[config.mk]
export PLATFORM = sky130hd
export DESIGN_NAME = rgb2hsv_stream_flat
export DESIGN_NICKNAME = d
export VERILOG_FILES = /design/src/rtl/rgb2hsv_stream_if.sv /design/src/rtl/rgb2hsv_stream.sv /design/src/flat_wrapper.sv
export SDC_FILE = /design/constraint.sdc
export NUM_CORES = 2
export LEC_CHECK = 0
export BUFFER_PORTS_ARGS = -buffer_cell sky130_fd_sc_hd__buf_2
export CAP_MARGIN = 40
export CORE_MARGIN = 8
export CORE_UTILIZATION = 40
export DETAILED_ROUTE_END_ITERATION = 12
export PLACE_DENSITY = 0.67
export SLEW_MARGIN = 10
export SYNTH_ARGS = -nofsm -noshare
export SYNTH_HDL_FRONTEND = slang
export SYNTH_SLANG_ARGS = --single-unit
[constraint.sdc]
create_clock -name clock -period 38.4 [get_ports clock]
set_input_delay 0 -clock clock [delete_from_list [all_inputs] [get_ports clock]]
set_output_delay 0 -clock clock [all_outputs]
set_load 0.01 [all_outputs]
[src/rtl/rgb2hsv_stream_if.sv]
// Pixel stream bundle for rgb2hsv_stream: RGB input side, match window, HSV output side
// and the per-frame matched-pixel total.
interface rgb2hsv_stream_if #(
    parameter int unsigned W      = 8,
    parameter int unsigned USER_W = 20,
    parameter int unsigned CNT_W  = 20
) ();
    logic              in_valid;
    logic [W-1:0]      in_r;
    logic [W-1:0]      in_g;
    logic [W-1:0]      in_b;
    logic [USER_W-1:0] in_user;
    logic              in_sof;
    logic              in_eof;

    logic [W-1:0]      h_lo;
    logic [W-1:0]      h_hi;
    logic [W-1:0]      s_min;
    logic [W-1:0]      v_min;

    logic              out_valid;
    logic [W-1:0]      out_h;
    logic [W-1:0]      out_s;
    logic [W-1:0]      out_v;
    logic              out_match;
    logic [USER_W-1:0] out_user;
    logic              out_sof;
    logic              out_eof;
    logic [CNT_W-1:0]  match_total;
    logic              match_total_valid;

    modport master (
        output in_valid, in_r, in_g, in_b, in_user, in_sof, in_eof,
        output h_lo, h_hi, s_min, v_min,
        input  out_valid, out_h, out_s, out_v, out_match, out_user, out_sof, out_eof,
        input  match_total, match_total_valid
    );

    modport slave (
        input  in_valid, in_r, in_g, in_b, in_user, in_sof, in_eof,
        input  h_lo, h_hi, s_min, v_min,
        output out_valid, out_h, out_s, out_v, out_match, out_user, out_sof, out_eof,
        output match_total, match_total_valid
    );
endinterface

[src/rtl/rgb2hsv_stream.sv]
// Fully pipelined RGB-to-HSV converter (latency W+4) with HSV window match and a
// per-frame matched-pixel counter. Divisions use two W-stage restoring dividers.
module rgb2hsv_stream #(
    parameter int unsigned W      = 8,
    parameter int unsigned USER_W = 20,
    parameter int unsigned CNT_W  = 20
) (
    input logic            clock,
    input logic            reset,
    rgb2hsv_stream_if.slave bus
);
    localparam int unsigned NW     = 2 * W + 3;
    localparam int unsigned DW     = W + 3;
    localparam int unsigned HMAX_I = (2 ** W) - 1;
    localparam logic [W-1:0] HMAX  = W'(HMAX_I);
    localparam logic [W-1:0] OFF_G = W'(HMAX_I / 3);
    localparam logic [W-1:0] OFF_B = W'((2 * HMAX_I) / 3);

    typedef enum logic [1:0] {SecR, SecG, SecB} sector_e;

    typedef struct packed {
        logic              valid;
        logic [USER_W-1:0] user;
        logic              sof;
        logic              eof;
    } meta_t;

    typedef struct packed {
        logic         neg;
        logic         dzero;
        logic         mzero;
        logic [W-1:0] offset;
        logic [W-1:0] vmax;
    } hue_t;

    // Stage 1: input register
    meta_t        m1_q;
    logic [W-1:0] r1_q, g1_q, b1_q;

    always_ff @(posedge clock or posedge reset) begin
        if (reset) begin
            m1_q <= '0;
            r1_q <= '0;
            g1_q <= '0;
            b1_q <= '0;
        end else begin
            m1_q.valid <= bus.in_valid;
            m1_q.user  <= bus.in_user;
            m1_q.sof   <= bus.in_sof;
            m1_q.eof   <= bus.in_eof;
            r1_q       <= bus.in_r;
            g1_q       <= bus.in_g;
            b1_q       <= bus.in_b;
        end
    end

    // Stage 2: max/min and sector, R beats G beats B on ties
    sector_e      sec_d, sec2_q;
    logic [W-1:0] max_d, min_d;
    logic [W-1:0] max2_q, min2_q, r2_q, g2_q, b2_q;
    meta_t        m2_q;

    always_comb begin
        sec_d = SecB;
        max_d = b1_q;
        if (r1_q >= g1_q && r1_q >= b1_q) begin
            sec_d = SecR;
            max_d = r1_q;
        end else if (g1_q >= b1_q) begin
            sec_d = SecG;
            max_d = g1_q;
        end
        min_d = r1_q;
        if (g1_q < min_d) min_d = g1_q;
        if (b1_q < min_d) min_d = b1_q;
    end

    always_ff @(posedge clock or posedge reset) begin
        if (reset) begin
            sec2_q <= SecR;
            max2_q <= '0;
            min2_q <= '0;
            r2_q   <= '0;
            g2_q   <= '0;
            b2_q   <= '0;
            m2_q   <= '0;
        end else begin
            sec2_q <= sec_d;
            max2_q <= max_d;
            min2_q <= min_d;
            r2_q   <= r1_q;
            g2_q   <= g1_q;
            b2_q   <= b1_q;
            m2_q   <= m1_q;
        end
    end

    // Stage 3 feeds divider slot 0; slots 1..W each resolve one quotient bit, MSB first.
    logic [NW-1:0] srem_d [W];
    logic [NW-1:0] srem_q [W];
    logic [NW-1:0] hrem_d [W];
    logic [NW-1:0] hrem_q [W];
    logic [W-1:0]  sden_d [W];
    logic [W-1:0]  sden_q [W];
    logic [DW-1:0] hden_d [W];
    logic [DW-1:0] hden_q [W];
    logic [W-1:0]  sq_d   [W+1];
    logic [W-1:0]  sq_q   [W+1];
    logic [W-1:0]  hq_d   [W+1];
    logic [W-1:0]  hq_q   [W+1];
    meta_t         m_d    [W+1];
    meta_t         m_q    [W+1];
    hue_t          hue_d  [W+1];
    hue_t          hue_q  [W+1];

    logic [W-1:0]  delta, op_a, op_b, diff, offset;
    logic          neg;
    logic [NW-1:0] s_sh [W];
    logic [NW-1:0] h_sh [W];
    logic [W-1:0]  s_bit, h_bit;

    always_comb begin
        delta  = max2_q - min2_q;
        op_a   = r2_q;
        op_b   = g2_q;
        offset = OFF_B;
        case (sec2_q)
            SecR: begin
                op_a   = g2_q;
                op_b   = b2_q;
                offset = '0;
            end
            SecG: begin
                op_a   = b2_q;
                op_b   = r2_q;
                offset = OFF_G;
            end
            default: ;
        endcase
        neg  = op_a < op_b;
        diff = neg ? (op_b - op_a) : (op_a - op_b);

        srem_d[0] = NW'(delta) * NW'(HMAX);
        sden_d[0] = (max2_q == '0) ? W'(1) : max2_q;
        hrem_d[0] = NW'(diff) * NW'(HMAX);
        hden_d[0] = (delta == '0) ? DW'(6) : DW'(delta) * DW'(6);
        sq_d[0]   = '0;
        hq_d[0]   = '0;
        m_d[0]    = m2_q;
        hue_d[0]        = '0;
        hue_d[0].neg    = neg;
        hue_d[0].dzero  = (delta == '0);
        hue_d[0].mzero  = (max2_q == '0);
        hue_d[0].offset = offset;
        hue_d[0].vmax   = max2_q;

        for (int j = 0; j < W; j++) begin
            s_sh[j]    = NW'(sden_q[j]) << (W - 1 - j);
            h_sh[j]    = NW'(hden_q[j]) << (W - 1 - j);
            s_bit[j]   = srem_q[j] >= s_sh[j];
            h_bit[j]   = hrem_q[j] >= h_sh[j];
            sq_d[j+1]  = {sq_q[j][W-2:0], s_bit[j]};
            hq_d[j+1]  = {hq_q[j][W-2:0], h_bit[j]};
            m_d[j+1]   = m_q[j];
            hue_d[j+1] = hue_q[j];
        end
        for (int j = 0; j < W - 1; j++) begin
            srem_d[j+1] = s_bit[j] ? (srem_q[j] - s_sh[j]) : srem_q[j];
            hrem_d[j+1] = h_bit[j] ? (hrem_q[j] - h_sh[j]) : hrem_q[j];
            sden_d[j+1] = sden_q[j];
            hden_d[j+1] = hden_q[j];
        end
    end

    always_ff @(posedge clock or posedge reset) begin
        if (reset) begin
            for (int j = 0; j < W; j++) begin
                srem_q[j] <= '0;
                hrem_q[j] <= '0;
                sden_q[j] <= '0;
                hden_q[j] <= '0;
            end
            for (int j = 0; j <= W; j++) begin
                sq_q[j]  <= '0;
                hq_q[j]  <= '0;
                m_q[j]   <= '0;
                hue_q[j] <= '0;
            end
        end else begin
            for (int j = 0; j < W; j++) begin
                srem_q[j] <= srem_d[j];
                hrem_q[j] <= hrem_d[j];
                sden_q[j] <= sden_d[j];
                hden_q[j] <= hden_d[j];
            end
            for (int j = 0; j <= W; j++) begin
                sq_q[j]  <= sq_d[j];
                hq_q[j]  <= hq_d[j];
                m_q[j]   <= m_d[j];
                hue_q[j] <= hue_d[j];
            end
        end
    end

    // Final stage: hue reconstruction and window test (window inputs used live here)
    hue_t         hf;
    logic [W-1:0] qh, h_d, s_d, v_d;
    logic         hue_in, match_d;

    always_comb begin
        hf  = hue_q[W];
        qh  = hq_q[W];
        if (hf.dzero) begin
            h_d = '0;
        end else if (!hf.neg) begin
            h_d = hf.offset + qh;
        end else if (hf.offset >= qh) begin
            h_d = hf.offset - qh;
        end else begin
            // True result fits W bits, so modular W-bit arithmetic is exact.
            h_d = hf.offset + HMAX - qh;
        end
        s_d = hf.mzero ? '0 : sq_q[W];
        v_d = hf.vmax;
        if (bus.h_lo <= bus.h_hi) begin
            hue_in = (h_d >= bus.h_lo) && (h_d <= bus.h_hi);
        end else begin
            hue_in = (h_d >= bus.h_lo) || (h_d <= bus.h_hi);
        end
        match_d = hue_in && (s_d >= bus.s_min) && (v_d >= bus.v_min);
    end

    logic              out_valid_q, out_match_q, out_sof_q, out_eof_q;
    logic [W-1:0]      out_h_q, out_s_q, out_v_q;
    logic [USER_W-1:0] out_user_q;

    always_ff @(posedge clock or posedge reset) begin
        if (reset) begin
            out_valid_q <= 1'b0;
            out_match_q <= 1'b0;
            out_sof_q   <= 1'b0;
            out_eof_q   <= 1'b0;
            out_h_q     <= '0;
            out_s_q     <= '0;
            out_v_q     <= '0;
            out_user_q  <= '0;
        end else begin
            out_valid_q <= m_q[W].valid;
            out_match_q <= match_d;
            out_sof_q   <= m_q[W].sof;
            out_eof_q   <= m_q[W].eof;
            out_h_q     <= h_d;
            out_s_q     <= s_d;
            out_v_q     <= v_d;
            out_user_q  <= m_q[W].user;
        end
    end

    // Frame counter works on the registered output pixels
    logic [CNT_W-1:0] cnt_q, cnt_d, cnt_sum, total_q, total_d;
    logic             total_valid_q, total_valid_d;

    always_comb begin
        cnt_sum       = cnt_q;
        cnt_d         = cnt_q;
        total_d       = total_q;
        total_valid_d = 1'b0;
        if (out_valid_q) begin
            if (out_sof_q) begin
                cnt_sum = CNT_W'(out_match_q);
            end else if (out_match_q && (cnt_q != '1)) begin
                cnt_sum = cnt_q + CNT_W'(1);
            end
            cnt_d = cnt_sum;
            if (out_eof_q) begin
                total_d       = cnt_sum;
                total_valid_d = 1'b1;
            end
        end
    end

    always_ff @(posedge clock or posedge reset) begin
        if (reset) begin
            cnt_q         <= '0;
            total_q       <= '0;
            total_valid_q <= 1'b0;
        end else begin
            cnt_q         <= cnt_d;
            total_q       <= total_d;
            total_valid_q <= total_valid_d;
        end
    end

    assign bus.out_valid         = out_valid_q;
    assign bus.out_h             = out_h_q;
    assign bus.out_s             = out_s_q;
    assign bus.out_v             = out_v_q;
    assign bus.out_match         = out_match_q;
    assign bus.out_user          = out_user_q;
    assign bus.out_sof           = out_sof_q;
    assign bus.out_eof           = out_eof_q;
    assign bus.match_total       = total_q;
    assign bus.match_total_valid = total_valid_q;
endmodule

[src/flat_wrapper.sv]
// flat-port wrapper written by rule: the top's interface ports become plain ports
module rgb2hsv_stream_flat 
#(
    parameter int unsigned W      = 8,
    parameter int unsigned USER_W = 20,
    parameter int unsigned CNT_W  = 20
)
  (clock, reset, bus_in_valid, bus_in_r, bus_in_g, bus_in_b, bus_in_user, bus_in_sof, bus_in_eof, bus_h_lo, bus_h_hi, bus_s_min, bus_v_min, bus_out_valid, bus_out_h, bus_out_s, bus_out_v, bus_out_match, bus_out_user, bus_out_sof, bus_out_eof, bus_match_total, bus_match_total_valid);
  rgb2hsv_stream_if #(.W(W), .USER_W(USER_W), .CNT_W(CNT_W)) bus_i ();
  input logic clock;
  input logic reset;
  input wire logic [$bits(bus_i.in_valid)-1:0] bus_in_valid;
  input wire logic [$bits(bus_i.in_r)-1:0] bus_in_r;
  input wire logic [$bits(bus_i.in_g)-1:0] bus_in_g;
  input wire logic [$bits(bus_i.in_b)-1:0] bus_in_b;
  input wire logic [$bits(bus_i.in_user)-1:0] bus_in_user;
  input wire logic [$bits(bus_i.in_sof)-1:0] bus_in_sof;
  input wire logic [$bits(bus_i.in_eof)-1:0] bus_in_eof;
  input wire logic [$bits(bus_i.h_lo)-1:0] bus_h_lo;
  input wire logic [$bits(bus_i.h_hi)-1:0] bus_h_hi;
  input wire logic [$bits(bus_i.s_min)-1:0] bus_s_min;
  input wire logic [$bits(bus_i.v_min)-1:0] bus_v_min;
  output wire logic [$bits(bus_i.out_valid)-1:0] bus_out_valid;
  output wire logic [$bits(bus_i.out_h)-1:0] bus_out_h;
  output wire logic [$bits(bus_i.out_s)-1:0] bus_out_s;
  output wire logic [$bits(bus_i.out_v)-1:0] bus_out_v;
  output wire logic [$bits(bus_i.out_match)-1:0] bus_out_match;
  output wire logic [$bits(bus_i.out_user)-1:0] bus_out_user;
  output wire logic [$bits(bus_i.out_sof)-1:0] bus_out_sof;
  output wire logic [$bits(bus_i.out_eof)-1:0] bus_out_eof;
  output wire logic [$bits(bus_i.match_total)-1:0] bus_match_total;
  output wire logic [$bits(bus_i.match_total_valid)-1:0] bus_match_total_valid;
  assign bus_i.in_valid = bus_in_valid;
  assign bus_i.in_r = bus_in_r;
  assign bus_i.in_g = bus_in_g;
  assign bus_i.in_b = bus_in_b;
  assign bus_i.in_user = bus_in_user;
  assign bus_i.in_sof = bus_in_sof;
  assign bus_i.in_eof = bus_in_eof;
  assign bus_i.h_lo = bus_h_lo;
  assign bus_i.h_hi = bus_h_hi;
  assign bus_i.s_min = bus_s_min;
  assign bus_i.v_min = bus_v_min;
  assign bus_out_valid = bus_i.out_valid;
  assign bus_out_h = bus_i.out_h;
  assign bus_out_s = bus_i.out_s;
  assign bus_out_v = bus_i.out_v;
  assign bus_out_match = bus_i.out_match;
  assign bus_out_user = bus_i.out_user;
  assign bus_out_sof = bus_i.out_sof;
  assign bus_out_eof = bus_i.out_eof;
  assign bus_match_total = bus_i.match_total;
  assign bus_match_total_valid = bus_i.match_total_valid;
  rgb2hsv_stream #(.W(W), .USER_W(USER_W), .CNT_W(CNT_W)) u_core (.clock(clock), .reset(reset), .bus(bus_i));
endmodule
; Word-level counts from Yosys, hierarchy flattened
; Index checks and enable logic that the tools add are counted.
; Widths: inputs -> output; s select.
[classes]
n_lt_le_gt_ge = 28
n_reduce_logical = 10
multipliers = 3
eq_ne = 2
add_sub_neg = 22
mux = 35
[op_table]
columns = op, n
row1 = $mux 19, 14
row2 = $mux 8, 10
row3 = $ge 8x8->1, 7
row4 = $pmux 8 s2, 3
row5 = $mux 20, 2
row6 = $sub 8x8->8, 5
row7 = $ge 19x11->1, 2
row8 = $ge 19x12->1, 2
row9 = $ge 19x13->1, 2
row10 = $ge 19x14->1, 2
row11 = $sub 19x12->19, 2
row12 = $sub 19x13->19, 2
row13 = $sub 19x14->19, 2
row14 = $mul 8x8->16 const B, 2
row15 = $lt 8x8->1, 3
row16 = $add 20x1->20 const B, 1
row17 = $ne 20x20->1 const B, 1
row18 = $ge 19x10->1, 1
row19 = $ge 19x15->1, 1
row20 = $ge 19x16->1, 1
row21 = $ge 19x17->1, 1
row22 = $ge 19x8->1, 1
row23 = $ge 19x9->1, 1
row24 = $sub 16x18->19, 1
row25 = 22 further kinds, 31
[word_totals]
output_inout_bits = 69
register_bits = 1101
word_cells = 257

; Logic depth before layout (Yosys ltp)
[depth]
word_depth = 10
ltp_mapped = 28
ltp_nobuf = 26

; Least setup slack after synthesis
; Ideal clock, no wire load.
[synth_timing]
kind = register to register
from = reg u_core.sec2_q[0]
to = reg u_core.hrem_q[148] (netlist name)
synth_period_minus_slack_ns = 7.316
arrival_ns = 7.191
n_path_buf = 3
path_stages_with_launch = 27
setup_ns = 0.125
slack_ns = 31.084
path_cell_list = dfrtp_1 > clkbuf_1 > clkbuf_1 > mux2i_1 > o21a_1 > fa_1 > nand2b_1 > a21oi_1 > o221ai_1 > clkbuf_1 > mux2i_1 > o21a_1 > o21a_1 > xnor2_1 > fa_1 > fa_1 > fa_1 > inv_1 > fa_1 > inv_1 > ha_1 > or2_2 > a21oi_1 > a21oi_1 > a2111oi_0 > o21bai_1 > xnor2_1
[synth_lines]
columns = element, line_no
row1 = from (decl), rgb2hsv_stream.sv:58  ; sector_e sec_d, sec2_q;
row2 = from (signal assigned), rgb2hsv_stream.sv:80  ; sec2_q <= SecR;
row3 = "to (signal, indexed assignment)", rgb2hsv_stream.sv:192  ; hrem_q[j] <= hrem_d[j];
row4 = to (decl), rgb2hsv_stream.sv:102  ; logic [NW-1:0] hrem_q [W];

==> flow_results.org <==
** Layout
- The net count of the finished layout is 4395.
- For this run, the share of the core covered by cells in the final layout is 47.19%.
- Count of antenna diodes in the layout :: 0
- Share of layout cells above drive strength 1 :: 11.49%
- The area growth from synthesis to layout is 16.95%.

** Run status
- The flow ran to the end, but the final reports show violations.
- Failing checks :: hold timing

** CTS
- Clock-pin slew on the worst setup and hold paths :: 0.06 ns
- Clk_lat worst skew :: 0.68 ns
- CTS built an H-tree with a depth of 3.
- Clock tree synthesis inserted a total of 106 buffers.
- Clk sinks :: 1037
- Total of cells resized after clock tree synthesis :: 0
- In this run the post-CTS setup repair buffer count came out at 0.
- Total of hold buffers inserted after clock tree synthesis :: 99
- Clock buffer depth :: 3
- Clock tree from TritonCTS :: done
- Clock Tree Root :: sky130_fd_sc_hd__clkbuf_16

** Detailed routing
- The count of nets left with antenna violations once routing finished came out at 0.
- Number of search-and-repair iterations in the first detailed-routing pass :: 4
- For this block, the initial DRC count from the detailed router was 1408.
- Aggregate routed wire length :: 77.90 mm
- The detailed router placed 25779 vias in this run.
- Average wire per standard cell :: 14.42 µm
- DRC Markers :: 0
- After detailed routing, the number of vias per cell comes to 4.773.

** Yosys
- Yosys mapped the design onto 78 distinct sky130hd cell types.
- Sequential elements use 58.99% of the synthesized area.
- Averaged over all synthesized cells, the footprint is 12.32 µm².
- Number of enable-type register cells in the synthesized netlist :: 0
- The cell count after synthesis came out at 3571.
- Yosys printed 0 warnings.
- Post-synthesis net count :: 4064
- Number of synthesized register bits :: 1037
- The cell area that synthesis handed to floorplanning was 43990 µm².
- Predominant post-synthesis flop cell :: sky130_fd_sc_hd__dfrtp_1
- Async set or reset register ratio after synthesis :: 100.0%

** Timing
- Final hold analysis gives a worst-case slack of -0.01691 ns.
- Final-report hold violation count :: 12
- The max-slew violation total from the final report is 0.
- Max frequency :: 127.9 MHz
- In the final timing run, aggregate negative setup slack is 0 ns.
- Setup violations remaining at the end of the flow were counted as 0.
- Final Skew :: 0.03667 ns
- Headroom to the max-slew limit came out at 29.34%.
- For the pin with the worst max-slew slack, the measured transition is 1.060 ns.
- Setup repair after global routing left no endpoint under its margin.
- For the finished layout, the period the worst path requires is 7.820 ns.
- The final critical path takes up 20.36% of the cycle.

** Critical path
- Of all nets on the critical path, the largest fanout is 17.
- Crit path max-delay family :: adder cells
- At the worst endpoint, the arrival time is 8.37 ns.
- Cell repeated most along the worst path :: sky130_fd_sc_hd__fa_1
- The worst setup path is launched from a flip-flop.
- The worst setup path is captured at a flip-flop.
- Worst setup path category :: reg2reg
- The critical path contains buffers and inverters numbering 4 combined.
- Data required time of the critical path :: 38.95 ns
- Stage delay of the slowest cell on the critical path :: 0.91 ns
- The slowest stage of the critical path belongs to the cell sky130_fd_sc_hd__dfrtp_1.

** Die
- The floorplan step defined a die boundary enclosing 120800 µm².
- The initial utilization of the core area, before any placement, comes to 40.35%.
- From left edge to right edge, the die measures 347.6 µm.
- CORE AREA :: 109000 µm²
- In this run the count of I/O pins placed on the die edge is 150.
- Die Y-Extent :: 347.6 µm
- The floorplan has 121 rows.

** Hold path
- The tightest min-delay check is of the in2async type.

** Place
- Half-perimeter wire length of the detailed placement result :: 55.52 mm
- During placement, the flow inserted port buffers numbering 149.
- Routability-driven placement finished with a final weighted congestion of 0.8580.

** Global routing
- Total gr overflow :: 0
- Entering global routing, the biggest net connects 197 pins.
- Global routing consumed, over all layers together, 13.02% of the routing resources.
- Wire length of the first global-routing pass :: 132.8 mm
- Via count of the first global-routing pass :: 27170
- Initial antenna violation count :: 0

** Flow run
- Max-cap violations :: 0
## per-layer routing
| metal | track usage, % | vias to the layer above | wire length (µm) |
|---|---|---|---|
| li1 | - | 12673 | - |
| met1 | 16.67 | 12555 | 35420 |
| met2 | 22.41 | 414 | 37510 |
| met3 | 2.537 | 137 | 2980 |
| met4 | 3.841 | 0 | 1993 |
| met5 | 0 | - | 0 |
## state kept, by name, indices dropped and copies added (netlist names), 20 cells and up
register	cells
u_core.bus.match_total	20
u_core.bus.out_user	20
u_core.cnt_q	20
u_core.h_sh	80
u_core.hq_d	28
u_core.hrem_q	149
u_core.hue_d	104
u_core.m1_q	23
u_core.m2_q	23
u_core.m_d	184
u_core.m_q	23
u_core.s_sh	64
u_core.sq_d	28
u_core.srem_q	147
## cells in the mapped netlist (27+ instances only)
| cell type | number | area share, % |
|---|---|---|
| sky130_fd_sc_hd__dfrtp_1 | 1037 | 59 |
| sky130_fd_sc_hd__inv_1 | 405 | 3.5 |
| sky130_fd_sc_hd__ha_1 | 333 | 9.5 |
| sky130_fd_sc_hd__nor2_1 | 211 | 1.8 |
| sky130_fd_sc_hd__o21ai_0 | 170 | 1.9 |
| sky130_fd_sc_hd__nand2_1 | 169 | 1.4 |
| sky130_fd_sc_hd__a21oi_1 | 148 | 1.7 |
| sky130_fd_sc_hd__xnor2_1 | 115 | 2.3 |
| sky130_fd_sc_hd__fa_1 | 79 | 3.6 |
| sky130_fd_sc_hd__xor2_1 | 76 | 1.5 |
| sky130_fd_sc_hd__mux2i_1 | 73 | 1.7 |
| sky130_fd_sc_hd__nor2b_1 | 68 | 0.97 |
| sky130_fd_sc_hd__mux2_2 | 66 | 1.7 |
| sky130_fd_sc_hd__nor3_1 | 59 | 0.67 |
| sky130_fd_sc_hd__o21a_1 | 46 | 0.79 |
| sky130_fd_sc_hd__a21o_1 | 44 | 0.75 |
| sky130_fd_sc_hd__clkbuf_1 | 44 | 0.38 |
| sky130_fd_sc_hd__nand3_1 | 39 | 0.44 |
| sky130_fd_sc_hd__nand2b_1 | 38 | 0.54 |
| sky130_fd_sc_hd__nor4_1 | 29 | 0.41 |
| sky130_fd_sc_hd__nand4_1 | 27 | 0.38 |
## placed cells by master, fill, tap and decap left out, types with 38 or more instances in the layout
cell type	Yosys	final
sky130_fd_sc_hd__dlygate4sd3_1	0	99
sky130_fd_sc_hd__nor2_1	211	211
sky130_fd_sc_hd__mux2_2	66	66
sky130_fd_sc_hd__nor2b_1	68	68
sky130_fd_sc_hd__fa_1	79	79
sky130_fd_sc_hd__clkbuf_16	0	106
sky130_fd_sc_hd__o21a_1	46	46
sky130_fd_sc_hd__dfrtp_1	1037	1037
sky130_fd_sc_hd__inv_1	405	404
sky130_fd_sc_hd__xnor2_1	115	115
sky130_fd_sc_hd__xor2_1	76	76
sky130_fd_sc_hd__nor3_1	59	59
sky130_fd_sc_hd__a21oi_1	148	148
sky130_fd_sc_hd__buf_2	3	149
sky130_fd_sc_hd__nand2_1	169	169
sky130_fd_sc_hd__nand3_1	39	39
sky130_fd_sc_hd__a21o_1	44	44
sky130_fd_sc_hd__nand2b_1	38	38
sky130_fd_sc_hd__mux2i_1	73	73
sky130_fd_sc_hd__ha_1	333	333
sky130_fd_sc_hd__o21ai_0	170	170
## worst reg2reg max path: stages (launching register included)
cell and delay (ns):
sky130_fd_sc_hd__dfrtp_1 0.91, sky130_fd_sc_hd__mux2i_1 0.16, sky130_fd_sc_hd__o21ai_0 0.26, sky130_fd_sc_hd__inv_1 0.08, sky130_fd_sc_hd__ha_1 0.21, sky130_fd_sc_hd__fa_1 0.38, sky130_fd_sc_hd__nand2b_1 0.18, sky130_fd_sc_hd__a21oi_1 0.16
sky130_fd_sc_hd__o221ai_1 0.25, sky130_fd_sc_hd__buf_4 0.25, sky130_fd_sc_hd__mux2i_1 0.13, sky130_fd_sc_hd__o21a_1 0.20, sky130_fd_sc_hd__o21a_1 0.20, sky130_fd_sc_hd__xnor2_1 0.52, sky130_fd_sc_hd__fa_1 0.59, sky130_fd_sc_hd__fa_1 0.53
sky130_fd_sc_hd__fa_1 0.55, sky130_fd_sc_hd__inv_1 0.06, sky130_fd_sc_hd__fa_1 0.52, sky130_fd_sc_hd__inv_1 0.04, sky130_fd_sc_hd__ha_1 0.34, sky130_fd_sc_hd__or2_2 0.31, sky130_fd_sc_hd__a21oi_1 0.14, sky130_fd_sc_hd__a21oi_1 0.09
sky130_fd_sc_hd__a2111oi_0 0.41, sky130_fd_sc_hd__o21bai_1 0.12, sky130_fd_sc_hd__xnor2_1 0.13
## path summary, 6_finish.rpt
kind | slack (ns) | cells past startpoint | endpoint | from
hold / removal | -0.02 | 3 | u_core.b2_q[6] | reset
setup reg to reg | 30.58 | 26 | u_core.hrem_q[148] | u_core.sec2_q[0]
min in group clock | 0.32 | 0 | u_core.hue_d[23] | u_core.hue_d[42]
max in group asynchronous | 33.92 | 9 | u_core.m2_q[13] | reset
setup / recovery | 30.58 | 26 | u_core.hrem_q[148] | u_core.sec2_q[0]
hold reg to reg | 0.32 | 0 | u_core.hue_d[23] | u_core.hue_d[42]
## final cells by class
cell class | instances | area (µm²)
fill | 9652 | 57560
sequential | 1037 | 25950
multi-input combinational | 2075 | 16310
clock buffer | 139 | 2987
timing repair buffer | 276 | 2076
tap | 1414 | 1769
inverter | 406 | 1531
clock inverter | 54 | 817.0
## cell families (layout without fill, tap and decap cells)
| group | after synthesis | in the layout | synth area share [%] |
|---|---|---|---|
| compound gates | 575 | 575 | 8.175 |
| xor+xnor | 191 | 191 | 3.803 |
| fa+ha+maj | 412 | 412 | 13.07 |
| buf+inv | 459 | 875 | 3.934 |
| flops | 1037 | 1037 | 58.99 |
| mux | 140 | 140 | 3.385 |
| simple gates | 757 | 757 | 8.641 |
## per-stage QoR
step	setup WS, ns	std cells	instance area, µm²	hold WS, ns
6_report	30.58	5401	51440	-0.01691
5_1_grt	30.01	5401	51440	0.04017
4_1_cts	30.55	5401	51440	0.01217
3_5_place_dp	30.57	5109	46650	0.1093
3_3_place_gp	30.43	5100	46490	0.1075
2_1_floorplan	9.215	3571	43990	0.03143
Power is not shown: default switching activity piles up to over one toggle a cycle in this logic, so the estimate is an artifact.
